`src/rtl/packet_gen_sweep.sv`:
```
// AXI4-Stream test-packet source for DCMAC bring-up. It supports a fixed or swept packet
// length, a counter or per-segment data pattern, packet-number tagging, and sent-traffic counters.
module packet_gen_sweep #(
   parameter int DW    = 512,
   parameter int SEG_W = 128
) (
   input  logic              clk,
   input  logic              reset,
   input  logic              start,
   input  logic              stop,
   input  logic [31:0]       packet_count,
   input  logic [15:0]       len_min,
   input  logic [15:0]       len_max,
   input  logic [15:0]       idle_cycles,
   input  logic [15:0]       initial_value,
   input  logic              data_mode,
   input  logic              len_mode,
   input  logic              tag_en,
   output logic              busy,
   output logic [31:0]       pkts_sent,
   output logic [47:0]       bytes_sent,
   output logic [DW-1:0]     axis_out_tdata,
   output logic [DW/8-1:0]   axis_out_tkeep,
   output logic              axis_out_tlast,
   output logic              axis_out_tvalid,
   input  logic              axis_out_tready
);

   localparam int DB   = DW / 8;
   localparam int NSEG = DW / SEG_W;
   localparam int WPS  = SEG_W / 16;

   typedef enum logic [1:0] {
      IDLE,
      SEND,
      GAP
   } state_t;

   state_t state, state_next;

   logic [31:0] cfg_count;
   logic [15:0] cfg_len_lo;
   logic [15:0] cfg_len_hi;
   logic [15:0] cfg_idle;
   logic        cfg_data_mode;
   logic        cfg_tag_en;

   logic [31:0] pkt_num;
   logic [15:0] cur_len;
   logic [15:0] bytes_left;
   logic [15:0] data;
   logic [15:0] gap_cnt;
   logic        stop_seen;

   logic [15:0] len_min_eff;
   logic        sweep_ok;
   logic        fire;
   logic        last_beat;
   logic        first_beat;
   logic        run_done;
   logic [15:0] next_len;
   logic [15:0] data_inc;

   // A swept range that is empty collapses to a fixed length of len_min.
   assign len_min_eff = (len_min == 16'd0) ? 16'd1 : len_min;
   assign sweep_ok    = len_mode && (len_max >= len_min_eff);

   assign fire       = axis_out_tvalid && axis_out_tready;
   assign last_beat  = bytes_left <= 16'(DB);
   assign first_beat = bytes_left == cur_len;
   assign run_done   = ((cfg_count != 32'd0) && (pkt_num == cfg_count)) || stop_seen || stop;
   assign next_len   = (cur_len >= cfg_len_hi) ? cfg_len_lo : cur_len + 16'd1;
   assign data_inc   = cfg_data_mode ? 16'(NSEG) : 16'd1;

   assign busy = start || (state != IDLE);

   always_ff @(posedge clk) begin
      if (reset) begin
         state <= IDLE;
      end else begin
         state <= state_next;
      end
   end

   always_comb begin
      state_next = state;
      case (state)
         IDLE: begin
            if (start) begin
               state_next = SEND;
            end
         end
         SEND: begin
            if (fire && last_beat) begin
               if (run_done) begin
                  state_next = IDLE;
               end else if (cfg_idle != 16'd0) begin
                  state_next = GAP;
               end else begin
                  state_next = SEND;
               end
            end
         end
         GAP: begin
            if (stop || stop_seen) begin
               state_next = IDLE;
            end else if (gap_cnt <= 16'd1) begin
               state_next = SEND;
            end
         end
         default: state_next = IDLE;
      endcase
   end

   // The gap counter is loaded with idle_cycles, so the GAP state lasts exactly that many clocks.
   always_ff @(posedge clk) begin
      if (reset) begin
         cfg_count     <= '0;
         cfg_len_lo    <= 16'd1;
         cfg_len_hi    <= 16'd1;
         cfg_idle      <= '0;
         cfg_data_mode <= 1'b0;
         cfg_tag_en    <= 1'b0;
         pkt_num       <= '0;
         cur_len       <= 16'd1;
         bytes_left    <= 16'd1;
         data          <= '0;
         gap_cnt       <= '0;
         stop_seen     <= 1'b0;
         pkts_sent     <= '0;
         bytes_sent    <= '0;
      end else begin
         case (state)
            IDLE: begin
               if (start) begin
                  cfg_count     <= packet_count;
                  cfg_len_lo    <= len_min_eff;
                  cfg_len_hi    <= sweep_ok ? len_max : len_min_eff;
                  cfg_idle      <= idle_cycles;
                  cfg_data_mode <= data_mode;
                  cfg_tag_en    <= tag_en;
                  pkt_num       <= 32'd1;
                  cur_len       <= len_min_eff;
                  bytes_left    <= len_min_eff;
                  data          <= initial_value;
                  gap_cnt       <= '0;
                  stop_seen     <= 1'b0;
                  pkts_sent     <= '0;
                  bytes_sent    <= '0;
               end
            end
            SEND: begin
               if (stop) begin
                  stop_seen <= 1'b1;
               end
               if (fire) begin
                  data <= data + data_inc;
                  if (last_beat) begin
                     pkts_sent  <= pkts_sent + 32'd1;
                     bytes_sent <= bytes_sent + 48'(cur_len);
                     cur_len    <= next_len;
                     bytes_left <= next_len;
                     pkt_num    <= pkt_num + 32'd1;
                     gap_cnt    <= cfg_idle;
                  end else begin
                     bytes_left <= bytes_left - 16'(DB);
                  end
               end
            end
            GAP: begin
               if (stop) begin
                  stop_seen <= 1'b1;
               end
               gap_cnt <= gap_cnt - 16'd1;
            end
            default: begin
               stop_seen <= 1'b0;
            end
         endcase
      end
   end

   // Beat contents depend only on registered state, so they stay stable under backpressure.
   always_comb begin
      axis_out_tvalid = (state == SEND) && !reset;
      axis_out_tlast  = last_beat;
      for (int i = 0; i < DB; i++) begin
         axis_out_tkeep[i] = !last_beat || (i < int'(bytes_left));
      end
      for (int k = 0; k < NSEG; k++) begin
         for (int w = 0; w < WPS; w++) begin
            axis_out_tdata[SEG_W*k + 16*w +: 16] = cfg_data_mode ? data + 16'(k) : data;
         end
      end
      if (cfg_tag_en && first_beat) begin
         axis_out_tdata[31:0] = pkt_num;
      end
   end

endmodule

```
`config.mk`:
```
export PLATFORM = sky130hd
export DESIGN_NAME = packet_gen_sweep
export DESIGN_NICKNAME = d
export VERILOG_FILES = /design/src/rtl/packet_gen_sweep.sv
export SDC_FILE = /design/constraint.sdc
export NUM_CORES = 1
export LEC_CHECK = 0
export CORE_AREA = 2 2 295 297
export DETAILED_ROUTE_END_ITERATION = 10
export DIE_AREA = 0 0 297 299
export PLACE_DENSITY = 0.45
export RECOVER_POWER = 25
export SLEW_MARGIN = 10
export SYNTH_ARGS = -nofsm -noshare
export SYNTH_HDL_FRONTEND = slang
export SYNTH_SLANG_ARGS = --single-unit
```
`constraint.sdc`:
```
create_clock -name clk -period 3.4 [get_ports clk]
set_input_delay 0.68 -clock clk [delete_from_list [all_inputs] [get_ports clk]]
set_output_delay 0.68 -clock clk [all_outputs]
set_load 0.05 [all_outputs]
```
==> metrics.md, run 1 <==
| Metric | Value |
|---|---|
| Crit path time final | 3.40 ns |
| Worst Path Class, Setup | reg -> out |
| Max Fclk | 294 MHz |
| First DRT Iteration DRCs | 1081 |
| Worst EP arrival | 2.72 ns |
| CTS Sinks | 261 |
| Vias in the first global route | 18300 |
| Row count | 108 |
| Worst Skew | 0.0203 ns |
| Layout cell share with drive strength beyond 1 | 0.298 |
| Avg Inst Size Synth | 7.67 um2 |
| # port buffers | 762 |
| DP Cell Count | 4002 |
| Distinct cells, synth | 77 |
| Crit path from | bytes_left[11] |
| Max-Slew Margin vs Limit | -0.208 |
| Cell area after synthesis | 18900 um2 |
| Top FF cell, synth | dfxtp_1 |
| DRT antenna net count | 0 |
| Clock Latency Late Sink | 0.60 ns |
| Post-synth ARST share | 0 |
| EDFF count, synth | 0 |
| Peak supply drop | 710 uV |
| RSZ-0062 raised after global routing | yes |
| Final Setup Violations | 2 |
| Initial antenna violation count | 4 |
| Cell count after synthesis | 2466 |
| DP HPWL | 68900 um |
| Filler cell count | 8555 |
| Area after DPL | 30100 um2 |
| Clk pin slew, worst setup/hold paths | 0.07 ns |
| Multi-input combinational cell area | 10600 um2 |
| Die W | 297 um |
| Seq. cell area | 5260 um2 |
| DR vias | 18600 |
| TritonCTS buffer count | 31 |
| R2R setup slack | 0.31 ns |
| Placer Congestion | 0.872 |
| Overall Power | 36.4 mW |
| Drt total wl | 85800 um |
| DR pass1 iterations | 5 |
| Final instance area | 31700 um2 |
| PwrDens | 1150 nW/um2 |
| Initial Util | 0.220 |
| Leakage power | 12.4 nW |
| Hold Crit Start | cfg_len_lo[7] |
| Yosys warnings | 0 |
| Gr usage total | 0.184 |
| Clock root buffer | clkbuf_16 |
| Total grt overflow | 0 |
| Pin slew with the least headroom to its limit | 1.81 ns |
| Max-cap viol count | 1 |
| Max-slew violations | 36 |
| Crit-path max FO | 7 |
| Vias/cell | 4.57 |
| Area Growth Syn to Fin | 67.3% |
| Routed WL per cell | 21.1 um |
| Final period util | 1.00 |
| Critical Path Sink | axis_out_tkeep[1] |
| CTS tree | built |
| Layout Nets | 3060 |
| Hold Vio Cnt, Final | 0 |
| Fin cells | 4067 |
| Worst Setup End Kind | output port |
| Post-CTS Hold Buffers | 0 |
| First-pass GRT wire length | 125000 um |
| # DRC | 0 |
| Hold WC Path Type | reg -> reg |
| Fin worst setup slack | -0.00408 ns |
| Total of flip-flops plus latches after synthesis | 261 |
| Clock Path Buffers | 3 |
| Core area | 85900 um2 |
| Syn Nets | 2638 |
| Reg2reg start | bytes_left[11] |
| Register area share after synthesis | 0.276 |
| Die ar. | 88800 um2 |
| Final core utilization | 0.368 |
| Largest net degree at the start of global routing | 72 |
| Die extent in y | 299 um |
| H-tree Lvls | 1 |
| Worst Path Required | 2.72 ns |
| Depth of the most critical reg-to-reg path | 10 |
| Top-Level Pins | 763 |
| FF-to-FF End | bytes_sent[37] |
| CP startpoint kind | register |
| Violated checks | capacitance limit, slew limit, setup timing |
| Status | complete, but fails checks |
worst min-delay path by stage:
stage                     endpoint  slack, ns  cells past startpoint
floorplan           cfg_len_lo[10]       0.44                      2
global placement     cfg_len_lo[9]       0.44                      2
detailed placement   cfg_len_lo[7]       0.45                      2
CTS                  cfg_len_lo[7]       0.46                      2
global route         cfg_len_lo[7]       0.47                      2
finish               cfg_len_lo[7]       0.46                      2
registers in the layout (all words and copies together) (netlist names):
signal / cells
bytes_sent: 48
cfg_count: 32
pkt_num: 32
pkts_sent: 32
bytes_left: 16
cfg_idle: 16
cfg_len_hi: 16
cfg_len_lo: 16
cur_len: 16
data: 16
gap_cnt: 16
state: 2
cfg_data_mode: 1
cfg_tag_en: 1
stop_seen: 1
critical path, stage by stage (launching register included):
cell and delay, ns:
dfxtp_2 0.33, or4_4 0.55, nor4_4 0.21, nand2_2 0.15
nor2_4 0.16, inv_2 0.06, nor2_4 0.10, inv_2 0.07
nor2_4 0.11, buf_6 0.16, nand2_2 0.06, buf_6 0.17
area by class of cell:
type,count,area share
Clock inverter,11,0.00478
Multi-Input combinational cell,1579,0.333
Tap cell,1155,0.0456
Sequential cell,261,0.166
Timing Repair Buffer,937,0.412
Antenna cell,3,0.000237
Inverter,78,0.00925
Clock buffer,43,0.0281
layout by cell type (no fill, tap or decap), drive strengths merged, types with 10 or more instances in the layout:
cell and count:
buf 642, nand2 301, dfxtp 261, nor2 195, clkdlybuf4s50 181, a21oi 174, xnor2 146, o21ai 114
dlygate4sd3 102, inv 78, nand3 77, ha 67, xor2 64, nor3 57, clkbuf 55, nand4 45
mux2i 33, nor4 32, mux2 27, a211oi 24, and3 20, or3 14, a21o 13, o221ai 12
a31oi 11, nor3b 10
cell usage after synthesis (45+ instances only):
cell type    n  area [um2]
dfxtp_1    261        5230
xnor2_1    146        1280
nand4_1     45         282
buf_4      419        3150
xor2_1      64         561
nand2_1    301        1130
clkbuf_1   109         409
nor3_1      55         275
nor2_1     195         732
ha_1        67         838
nand3_1     76         380
o21ai_0    113         566
a21oi_1    174         871
inv_1       76         285
report_power, final:
group	total (mW)	switching [mW]	internal, mW
clock	3.47	1.42	2.05
sequential	4.07	0.563	3.51
combinational	28.9	17.5	11.3
routing by layer:
metal,vias to the layer above,routed length (um),track usage
li1,8848,-,-
met4,0,3230,0.0708
met2,696,45300,0.342
met1,8923,32400,0.208
met3,137,4850,0.0312
met5,-,0,0
cells by family (layout without fill, tap and decap cells):
logic type | count (synthesis) | count (layout) | share of synthesized area
adder cells (fa/ha/maj) | 68 | 68 | 0.0454
AO/OA/AOI/OAI | 442 | 442 | 0.142
flip-flops | 261 | 261 | 0.276
AND/OR/NAND/NOR | 799 | 799 | 0.198
multiplexers | 60 | 60 | 0.0335
other | 0 | 3 | 0
XOR/XNOR | 210 | 210 | 0.0972
buffers and inverters | 626 | 1069 | 0.208
per-stage QoR:
| step | worst slack, ns | hold slack, ns | TNS [ns] |
|---|---|---|---|
| after floorplan | -0.337 | 0.436 | -10.49 |
| after CTS | -0.0146 | 0.457 | -0.0349 |
| after global routing | -0.103 | 0.472 | -2.95 |
| after detailed placement | -0.785 | 0.449 | -12.31 |
| after global placement | -0.919 | 0.445 | -14.52 |
| final | -0.00408 | 0.457 | -0.00476 |
what timing repair did:
item,in CTS,in global routing
setup buffers,5,1
gates cloned,2,0
pin swaps,10,6
setup endpoints to repair,270,176
gates resized for setup,88,40
No activity file was read; power rests on OpenSTA's default activity.
==> run 2, diff against run 1 <==
Settings changed: HOLD_SLACK_MARGIN set to 0.1.
==> results of run 2 <==
The final DEF is identical to that of run 1; final timing and power are the same.
